<file path="config.mk">
export PLATFORM = sky130hd
export DESIGN_NAME = onewire_slave
export DESIGN_NICKNAME = d
export VERILOG_FILES = /design/src/rtl/onewire_slave_pkg.sv /design/src/rtl/onewire_sync.sv /design/src/rtl/onewire_slave.sv
export SDC_FILE = /design/constraint.sdc
export NUM_CORES = 1
export LEC_CHECK = 0
export ABC_AREA = 0
export CORE_MARGIN = 2
export CORE_UTILIZATION = 52
export CTS_BUF_LIST = sky130_fd_sc_hd__clkbuf_8
export DETAILED_ROUTE_END_ITERATION = 10
export PLACE_DENSITY = 0.85
export SETUP_SLACK_MARGIN = 0.02
export SLEW_MARGIN = 20
export SYNTH_ARGS = -nofsm -noshare
export SYNTH_HDL_FRONTEND = slang
export SYNTH_HIERARCHICAL = 1
export SYNTH_SLANG_ARGS = --single-unit
</file>
<file path="constraint.sdc">
create_clock -name clk -period 3.63 [get_ports clk]
set_input_delay 0.726 -clock clk [delete_from_list [all_inputs] [get_ports clk]]
set_output_delay 0.726 -clock clk [all_outputs]
set_load 0.01 [all_outputs]
</file>
<file path="src/rtl/onewire_slave_pkg.sv">
// Shared definitions for the 1-wire slave: FSM encoding, default 65.536MHz timings
// and the overdrive divisor. Overdrive itself is built only with OWR_OVD_EN.
package onewire_slave_pkg;

    typedef enum logic [2:0] {
        IDLE    = 3'd0,
        SLOT    = 3'd1,
        RST     = 3'd2,
        PD_WAIT = 3'd3,
        PD_DRV  = 3'd4,
        PD_END  = 3'd5
    } state_t;

    localparam int DEF_CW    = 16;
    localparam int DEF_T_SMP = 1966;   // 30us
    localparam int DEF_T_DRV = 2621;   // 40us
    localparam int DEF_T_RST = 28836;  // 440us
    localparam int DEF_T_PDW = 1966;   // 30us
    localparam int DEF_T_PDL = 7864;   // 120us

    // Overdrive timings are the standard ones divided by 2**OVD_SHIFT.
    localparam int OVD_SHIFT = 3;

endpackage

</file>
<file path="src/rtl/onewire_sync.sv">
// Two-flop synchronizer for an open-drain line (idles high) with a registered
// previous-value flop providing a one-cycle falling-edge strobe.
module onewire_sync (
    input  logic clk,
    input  logic rst_n,
    input  logic d,
    output logic q,
    output logic fall
);

    logic meta;
    logic prev;

    always_ff @(posedge clk or negedge rst_n) begin
        if (!rst_n) begin
            meta <= 1'b1;
            q    <= 1'b1;
            prev <= 1'b1;
        end else begin
            meta <= d;
            q    <= meta;
            prev <= q;
        end
    end

    assign fall = prev & ~q;

endmodule

</file>
<file path="src/rtl/onewire_slave.sv">
// 1-wire bus slave: reset/presence, slot decode into bytes, read-slot drive from a
// host byte. Define OWR_OVD_EN to add the `ovd` overdrive-speed input.
module onewire_slave
    import onewire_slave_pkg::*;
#(
    parameter int CW    = DEF_CW,
    parameter int T_SMP = DEF_T_SMP,
    parameter int T_DRV = DEF_T_DRV,
    parameter int T_RST = DEF_T_RST,
    parameter int T_PDW = DEF_T_PDW,
    parameter int T_PDL = DEF_T_PDL
) (
    input  logic       clk,
    input  logic       rst_n,
    input  logic       owr_i,
    output logic       owr_e,
    output logic       bus_rst,
    output logic [7:0] rx_dat,
    output logic       rx_vld,
    input  logic [7:0] tx_dat,
    input  logic       tx_vld,
    output logic       tx_rdy,
`ifdef OWR_OVD_EN
    input  logic       ovd,
`endif
    output state_t     state
);

    logic          s;
    logic          fall;
    logic [CW-1:0] cnt;
    logic [2:0]    bit_cnt;
    logic [7:0]    rx_sh;
    logic [7:0]    tx_sh;
    logic          tx_full;
    logic          tx_load;
    logic [1:0]    sh;
    logic [CW-1:0] t_smp, t_drv, t_rst, t_pdw, t_pdl;

    onewire_sync u_sync (
        .clk  (clk),
        .rst_n(rst_n),
        .d    (owr_i),
        .q    (s),
        .fall (fall)
    );

`ifdef OWR_OVD_EN
    // Speed is latched only while idle so a slot or presence never changes pace midway.
    logic ovd_q;
    always_ff @(posedge clk or negedge rst_n) begin
        if (!rst_n)
            ovd_q <= 1'b0;
        else if (state == IDLE)
            ovd_q <= ovd;
    end
    assign sh = ovd_q ? 2'(OVD_SHIFT) : 2'd0;
`else
    assign sh = 2'd0;
`endif

    assign t_smp = CW'(T_SMP) >> sh;
    assign t_drv = CW'(T_DRV) >> sh;
    assign t_rst = CW'(T_RST) >> sh;
    assign t_pdw = CW'(T_PDW) >> sh;
    assign t_pdl = CW'(T_PDL) >> sh;

    assign tx_rdy  = ~tx_full & (bit_cnt == 3'd0) & (state == IDLE);
    assign tx_load = tx_vld & tx_rdy;

    // Decoded from registers only, so an asynchronous reset releases the line at once.
    assign owr_e = (state == PD_DRV) |
                   ((state == SLOT) & tx_full & ~tx_sh[0] & (cnt < t_drv));

    always_ff @(posedge clk or negedge rst_n) begin
        if (!rst_n) begin
            state   <= IDLE;
            cnt     <= '0;
            bit_cnt <= 3'd0;
            rx_sh   <= 8'h00;
            tx_sh   <= 8'h00;
            tx_full <= 1'b0;
            rx_dat  <= 8'h00;
            rx_vld  <= 1'b0;
            bus_rst <= 1'b0;
        end else begin
            rx_vld  <= 1'b0;
            bus_rst <= 1'b0;
            if (~&cnt)
                cnt <= cnt + 1'b1;

            case (state)
                IDLE: begin
                    if (tx_load) begin
                        tx_sh   <= tx_dat;
                        tx_full <= 1'b1;
                    end
                    if (fall) begin
                        state <= SLOT;
                        cnt   <= '0;
                    end
                end

                SLOT: begin
                    if (cnt == t_smp)
                        rx_sh <= {s, rx_sh[7:1]};
                    if (!s && cnt >= t_rst) begin
                        // Long low: abandon any partial byte and the pending tx byte.
                        state   <= RST;
                        cnt     <= '0;
                        bit_cnt <= 3'd0;
                        rx_sh   <= 8'h00;
                        tx_sh   <= 8'h00;
                        tx_full <= 1'b0;
                    end else if (s && cnt > t_smp && cnt >= t_drv) begin
                        state   <= IDLE;
                        cnt     <= '0;
                        bit_cnt <= bit_cnt + 3'd1;
                        tx_sh   <= {1'b0, tx_sh[7:1]};
                        if (bit_cnt == 3'd7) begin
                            rx_dat  <= rx_sh;
                            rx_vld  <= 1'b1;
                            tx_full <= 1'b0;
                        end
                    end
                end

                RST: begin
                    if (s) begin
                        state   <= PD_WAIT;
                        cnt     <= '0;
                        bus_rst <= 1'b1;
                    end
                end

                PD_WAIT: begin
                    if (cnt == t_pdw - 1'b1) begin
                        state <= PD_DRV;
                        cnt   <= '0;
                    end
                end

                PD_DRV: begin
                    if (cnt == t_pdl - 1'b1) begin
                        state <= PD_END;
                        cnt   <= '0;
                    end
                end

                PD_END: begin
                    // Line may still be low from our own presence or a slow master.
                    if (s) begin
                        state <= IDLE;
                        cnt   <= '0;
                    end
                end

                default: begin
                    state <= IDLE;
                    cnt   <= '0;
                end
            endcase
        end
    end

endmodule
</file>
==> results.ini, run 1 <==
[outcome]
status=finished clean

[die]
core_um2=5470
rows=27
ios=27
die_w_um=79.2
dieArea_um2=6270
initial_core_util_pct=53.7
die_y_um=79.2

[route]
via_per_inst=6.08
drt-met1-wl_um=2810
drt_iter0_markers=167
num_vias=2305
wl_met3_um=206
firstDrtPassIters=5
top_layer=met4
post_drt_wl_per_cell_um=16.1
wl_met2_um=3040
wl_um=6110
drc_errors=0
final_antenna_net_count=0

[placement]
place.port_buffers=26
placed_cells=371
gp_congestion=0.874
dpl_cell_area_um2=3190
dp_hpwl_um=4360

[critical_path]
setup.worst_path.class=reg -> out
worstRegToRegCells=5
r2r_start=cnt[6]
end_kind=output port
startpoint=cnt[15]
path_max_fanout=7
r2r_setup_slack_ns=1.05
start_kind=flip-flop
reg2reg_to=rx_sh[1]
critPathArrivalTime_ns=2.44
critPathRequiredTime_ns=2.90
crit_end=owr_e

[global_route]
grt_pass1_wl_um=10400
antenna_found_initial=0
grt_pass1_vias=2251
grt_max_degree=43
gr-total-overflow=0
grt_use_total_pct=20.9

[clocking]
cts_sinks=52
cts_buffers=5
cts_root_buffer=clkbuf_8
ctsResizeCount=0
cts_hold_repair.buffers=0
postCtsSetupRepairBufs=0
clkTransAtPathRegs_ns=0.10
clk-insertion-delay-late_ns=0.31
htree_num_levels=2
cts_buffer_depth=2
cts_tree=built

[sta]
finalMaxSlewViolations=0
fin_crit_ns=3.17
hold_ws_ns=0.372
worst_pin_slew_ns=0.919
rsz0062_at_grt=false
timing.fmax_mhz=316
fin_setup_tns_ns=0
finalHoldViolCount=0
fin_skew_ns=0.0129
setup_viol=0
relSlewSlack_pct=38.7
period_share_pct=87.3

[power_and_ir_drop]
p_sw_share_pct=33.0
p_switching_uw=478
pwr-share-clk_pct=22.8
peakVddDrop_uv=248
p_int_uw=971
power.density_nw_per_um2=442
pwr-share-comb_pct=24.4
p_seq_share_pct=52.8
leakage_nw=1.34

[logic_synthesis]
synth_top_area_share_pct=41.7
synth_nets=310
synth_area_leaders=dfrtp_1, o21ai_0, mux2_2
ys_top_cells_by_count=dfrtp_1, o21ai_0, nand2_1
netlist_area_um2=2940
yosysUniqueCellTypes=55
synth_edf_count=0
synth_ff_type=dfrtp_1
avgSynthCellArea_um2=10.1
syn_inst=291
async_flop_share_pct=100
yosysWarnings=6
yosysMostFrequentCell=dfrtp_1
ys_seq_area_share_pct=44.4
ys_ff_latch=52
synth_top_cell_by_area=dfrtp_1

[finish]
drive_above_1_share_pct=13.4
fin_util_pct=59.9
antennaDiodeCount=0
finalInstanceArea_um2=3280
fin_nets=325
syn2layout_area_growth_pct=11.5
instances_no_fill=379

[worst_hold_path]
worstHoldStart=u_sync/meta
hold_class=reg -> reg

[flow_run]
cap_violations=0

## routing by layer
metal	track usage [%]	vias up
li1	-	1097
met1	27.1	1144
met2	35.9	57
met3	3.98	7
met4	5.17	0
met5	0	-
## worst min-delay path by stage
stage | cells past startpoint | end | slack, ns
4_1_cts | 0 | u_sync/q | 0.38
2_1_floorplan | 0 | u_sync/q | 0.35
5_1_grt | 0 | u_sync/q | 0.38
3_3_place_gp | 0 | u_sync/q | 0.35
3_5_place_dp | 0 | u_sync/q | 0.36
6_report | 0 | u_sync/q | 0.37
## stage by stage
step | setup slack, ns | power, mW
floorplan | 1.36 | 1.02
global placement | 0.835 | 1.10
detailed placement | 0.797 | 1.13
CTS | 0.461 | 1.45
global route | 0.326 | 1.54
finish | 0.461 | 1.45
## power groups by stage
| stage | Clock [mW] | Sequential, mW | Combinational, mW |
|---|---|---|---|
| 2_1_floorplan | 0 | 0.722 | 0.301 |
| 3_3_place_gp | 0 | 0.768 | 0.336 |
| 3_5_place_dp | 0 | 0.772 | 0.354 |
| 4_1_cts | 0.333 | 0.762 | 0.355 |
| 5_1_grt | 0.362 | 0.777 | 0.398 |
| 6_report | 0.331 | 0.765 | 0.354 |
## layout by cell type (no fill, tap or decap), types with 4 or more instances in the layout
| master | synthesis | layout |
|---|---|---|
| nor3_1 | 8 | 8 |
| dfrtp_1 | 49 | 49 |
| nand4_1 | 4 | 4 |
| inv_1 | 11 | 12 |
| nand3_1 | 8 | 8 |
| mux2_2 | 8 | 8 |
| xnor2_1 | 6 | 6 |
| a21oi_1 | 10 | 10 |
| clkdlybuf4s50_1 | 0 | 25 |
| nand2_1 | 23 | 23 |
| a21oi_2 | 9 | 9 |
| and3_1 | 6 | 6 |
| a31oi_1 | 4 | 4 |
| nor4_1 | 4 | 4 |
| a2bb2oi_1 | 9 | 9 |
| xor2_1 | 6 | 6 |
| ha_1 | 7 | 7 |
| o21ai_0 | 24 | 24 |
| nor2_1 | 17 | 17 |
| o211ai_1 | 12 | 12 |
| clkbuf_8 | 0 | 5 |
## logic make-up after synthesis
kind of cell | count (synthesis) | share of synthesized area [%]
compound gates | 87 | 22.2
xor+xnor | 12 | 3.57
fa+ha+maj | 7 | 2.98
buf+inv | 31 | 5.15
flops | 52 | 44.4
mux | 10 | 3.74
simple gates | 92 | 18.0
## state kept, by name (all words and copies together) (netlist names)
| register | flops |
|---|---|
| bus_rst | 1 |
| u_sync/meta | 1 |
| rx_vld | 1 |
| bit_cnt | 3 |
| tx_sh | 8 |
| tx_full | 1 |
| state | 3 |
| u_sync/prev | 1 |
| rx_sh | 8 |
| cnt | 16 |
| u_sync/q | 1 |
| rx_dat | 8 |
## worst max-delay path: stages, from the launching register on
cell and delay (ns):
dfrtp_1 0.46, or4_4 0.58, a21oi_1 0.27, a32oi_1 0.15, nor2_1 0.13, clkdlybuf4s50_1 0.55
## area by class of cell
| type | count | area [um^2] |
|---|---|---|
| Clock inverter | 3 | 20.0 |
| Inverter | 11 | 41.3 |
| Tap cell | 72 | 90.1 |
| Multi-Input combinational cell | 208 | 1490 |
| Timing Repair Buffer | 28 | 270 |
| Clock buffer | 5 | 68.8 |
| Fill cell | 463 | 2190 |
| Sequential cell | 52 | 1310 |
No activity file was read; power rests on OpenSTA's default activity.
==> run 2: changes to the inputs <==
CORE_UTILIZATION = 50   (was 52)
PLACE_DENSITY = 0.83   (was 0.85)
==> results.ini, run 2 (synthesis results as in run 1) <==
[critical_path]
end_kind=output port
crit_path_top_delay_cell=or4_4
crit_chain=or4_4 > a21oi_1 > a32oi_1 > nor2_1 > clkdlybuf4s50_1
crit_cells=5
setup.worst_path.class=reg -> out
worstRegToRegCells=5
critPathArrivalTime_ns=2.47
cp_num_buf_inv=1
slowest_delay_ns=0.58
path_max_fanout=7
start_kind=flip-flop
critPathRequiredTime_ns=2.90
cp_top_family=simple AND/OR/NAND/NOR gates

[finish]
top_register=cnt
fin_nets=324
fin_util_pct=58.4
nFillCells=489
finalInstanceArea_um2=3270
antennaDiodeCount=0
largest_register_ffs=16
instances_no_fill=378
final_cell_mix=dfrtp_1, clkdlybuf4s50_1, o21ai_0
drive_above_1_share_pct=13.1
syn2layout_area_growth_pct=11.3
final_common_cell=dfrtp_1

[sta]
finalHoldViolCount=0
layout_setup_ws_ns=0.438
timing.fmax_mhz=313
setup_viol=0
period_share_pct=87.9
hold_ws_ns=0.364
finalMaxSlewViolations=0
fin_setup_tns_ns=0
fin_crit_ns=3.19
fin_skew_ns=0.00609
relSlewSlack_pct=34.3
rsz0062_at_grt=false
worst_pin_slew_ns=0.978

[clocking]
clkTransAtPathRegs_ns=0.09
htree_num_levels=2
clk-insertion-delay-late_ns=0.30
cts_tree=built
ctsResizeCount=0
postCtsSetupRepairBufs=0
cts_sinks=52
cts_hold_repair.buffers=0
cts_buffers=5
cts_root_buffer=clkbuf_8
cts_buffer_depth=2

[global_route]
grtUsageMet2_pct=32.2
use_met3_pct=3.48
met1_usage_pct=27.9
grt_use_total_pct=20.6
antenna_found_initial=0
grt_pass1_wl_um=10400
busiest_layer=met2
grt_pass1_vias=2210
grt_max_degree=41
gr-total-overflow=0

[die]
die_w_um=80.7
initial_core_util_pct=52.5
core_um2=5610
dieArea_um2=6510
rows=27
ios=27
die_y_um=80.7

[outcome]
status=finished clean

[power_and_ir_drop]
pwr-share-comb_pct=24.4
power.density_nw_per_um2=438
peakVddDrop_uv=258
p_int_uw=969
pwr-share-clk_pct=22.2
p_seq_share_pct=53.4
p_switching_uw=464
p_sw_share_pct=32.4
p_total_mw=1.43
leakage_nw=1.34

[route]
drt_iter0_markers=185
post_drt_wl_per_cell_um=15.7
num_vias=2292
drc_errors=0
via_per_inst=6.06
final_antenna_net_count=0
wl_um=5950
firstDrtPassIters=5

[flow_run]
cap_violations=0

[placement]
dpl_cell_area_um2=3180
dp_hpwl_um=4370
placed_cells=370
place.port_buffers=26
gp_congestion=0.894
dp_slack_ns=0.782

[worst_hold_path]
hold_class=reg -> reg
whs_path_depth=0

run 2: worst register-to-register path: cells and delay by family, from the launching register on:
| family | cells | cell delay, ns |
|---|---|---|
| flops | 1 | 0.46 |
| simple gates | 3 | 1.03 |
| compound gates | 2 | 1.00 |
run 2: final cells by class:
cell class / instances / area (um^2) / area share [%]
multi-input cells: 208 / 1490 / 45.4
well taps: 72 / 90.1 / 2.75
repair buffers: 27 / 263 / 8.03
clock buffers: 5 / 68.8 / 2.10
flip-flops and latches: 52 / 1310 / 39.9
clock inverters: 3 / 20.0 / 0.612
inverters: 11 / 41.3 / 1.26
run 2: power groups by stage:
stage	clock [mW]	combinational, mW	sequential, mW
3_3_place_gp	0	0.333	0.768
2_1_floorplan	0	0.301	0.722
3_5_place_dp	0	0.351	0.773
5_1_grt	0.354	0.395	0.780
4_1_cts	0.327	0.352	0.763
6_report	0.318	0.350	0.765
run 2: worst paths after layout:
check,startpoint,slack [ns],end
max reg2reg,cnt[15],0.98,cnt[14]
min,u_sync/meta,0.36,u_sync/q
min reg2reg,u_sync/meta,0.36,u_sync/q
min in group asynchronous,rst_n,0.53,cnt[5]
max in group asynchronous,rst_n,2.41,rx_dat[6]
max,cnt[15],0.44,owr_e
run 2: per-layer routing:
metal	vias up	routed length, um
li1	1097	-
met1	1108	2710
met2	73	2820
met3	14	291
met4	0	119
met5	-	0
==> run 3: changes to the inputs <==
SETUP_SLACK_MARGIN = 0.4   (was 0.02)
clock period = 4 ns   (was 3.63 ns; I/O delays follow)
==> results.ini, run 3 (synthesis results as in run 1) <==
[global_route]
grt_pass1_vias=2179
gr-total-overflow=0
grt_use_total_pct=20.4
grt_max_degree=32
antenna_found_initial=0
grt_pass1_wl_um=10300

[critical_path]
worstRegToRegCells=5
r2r_setup_slack_ns=1.29
crit_end=owr_e
critPathRequiredTime_ns=3.20
reg2reg_to=cnt[14]
setup.worst_path.class=reg -> out
critPathArrivalTime_ns=2.45
startpoint=cnt[14]
r2r_start=cnt[14]
start_kind=flip-flop
path_max_fanout=7
end_kind=output port

[finish]
final_cell_mix=dfrtp_1, clkdlybuf4s50_1, o21ai_0
final_common_cell=dfrtp_1
instances_no_fill=378
syn2layout_area_growth_pct=12.4
top_register=cnt
nFillCells=479
drive_above_1_share_pct=13.4
antennaDiodeCount=0
fin_nets=324
fin_util_pct=58.9
largest_register_ffs=16

[die]
ios=27
initial_core_util_pct=52.5
core_um2=5610
die_w_um=80.7
die_y_um=80.7
dieArea_um2=6510
rows=27

[route]
num_vias=2319
wl_um=6080
via_per_inst=6.13
post_drt_wl_per_cell_um=16.1
drc_errors=0
firstDrtPassIters=4
final_antenna_net_count=0
drt_iter0_markers=266

[placement]
dp_slack_ns=1.09
place.port_buffers=26
dp_hpwl_um=4220
gp_congestion=0.894
placed_cells=370

[sta]
worst_pin_slew_ns=0.999
fin_crit_ns=3.25
rsz0062_at_grt=false
period_share_pct=81.4
hold_ws_ns=0.363
fin_setup_tns_ns=0
layout_setup_ws_ns=0.745
fin_skew_ns=0.0134
relSlewSlack_pct=32.9
timing.fmax_mhz=307
finalMaxSlewViolations=0
finalHoldViolCount=0
setup_viol=0

[clocking]
cts_tree=built
cts_root_buffer=clkbuf_8
cts_hold_repair.buffers=0
cts_buffer_depth=2
postCtsSetupRepairBufs=0
clk-insertion-delay-late_ns=0.31
cts_sinks=52
ctsResizeCount=0
htree_num_levels=2
clkTransAtPathRegs_ns=0.10
cts_buffers=5

[worst_hold_path]
hold_class=reg -> reg

[outcome]
status=finished clean

[flow_run]
cap_violations=0

[power_and_ir_drop]
power.density_nw_per_um2=421
leakage_nw=1.36
peakVddDrop_uv=231

[run 3: cell types whose count changed in the layout (fill, tap and decap cells not counted), sizes merged]
cell	delta
bufinv	+1
inv	-1
clkinvlp	-1
clkbuf	+1
[run 3: stage by stage]
stage,power [mW],cell area (um^2)
after floorplan,0.928,2940
after global placement,1.00,3180
after detailed placement,1.02,3180
after CTS,1.39,3310
after global routing,1.46,3310
final,1.39,3310
[run 3: worst min-delay path by stage]
stage / endpoint / from / cells past startpoint / slack [ns]
2_1_floorplan: u_sync/q / u_sync/meta / 0 / 0.35
3_3_place_gp: u_sync/q / u_sync/meta / 0 / 0.35
3_5_place_dp: u_sync/q / u_sync/meta / 0 / 0.35
4_1_cts: u_sync/q / u_sync/meta / 0 / 0.36
5_1_grt: u_sync/q / u_sync/meta / 0 / 0.37
6_report: u_sync/q / u_sync/meta / 0 / 0.36
[run 3: worst max-delay path, cell delays in order, from the launching register on]
cell,delay [ns]
dfrtp_1,0.44
or4_4,0.59
a21oi_1,0.27
a32oi_1,0.14
nor2_1,0.15
clkdlybuf4s50_1,0.56
[run 3: area by class of cell]
class | count | area (um^2) | share of cell area [%]
Multi-Input combinational cell | 208 | 1490 | 44.9
Sequential cell | 52 | 1310 | 39.5
Timing Repair Buffer | 27 | 263 | 7.95
Tap cell | 72 | 90.1 | 2.73
Clock buffer | 6 | 82.6 | 2.50
Inverter | 11 | 41.3 | 1.25
Clock inverter | 2 | 38.8 | 1.17
[run 3: layer usage]
metal	wire length [um]	part of all wire (%)	up-vias	global-route usage (%)
li1	-	-	1103	-
met1	2800	46	1130	28.2
met2	2850	47	75	32.0
met3	318	5.2	11	3.60
met4	109	1.8	0	8.31
met5	0	0	-	0
[run 3: power by group]
group,internal (mW),switching [mW]
clock,0.205,0.176
combinational,0.152,0.165
sequential,0.604,0.0893
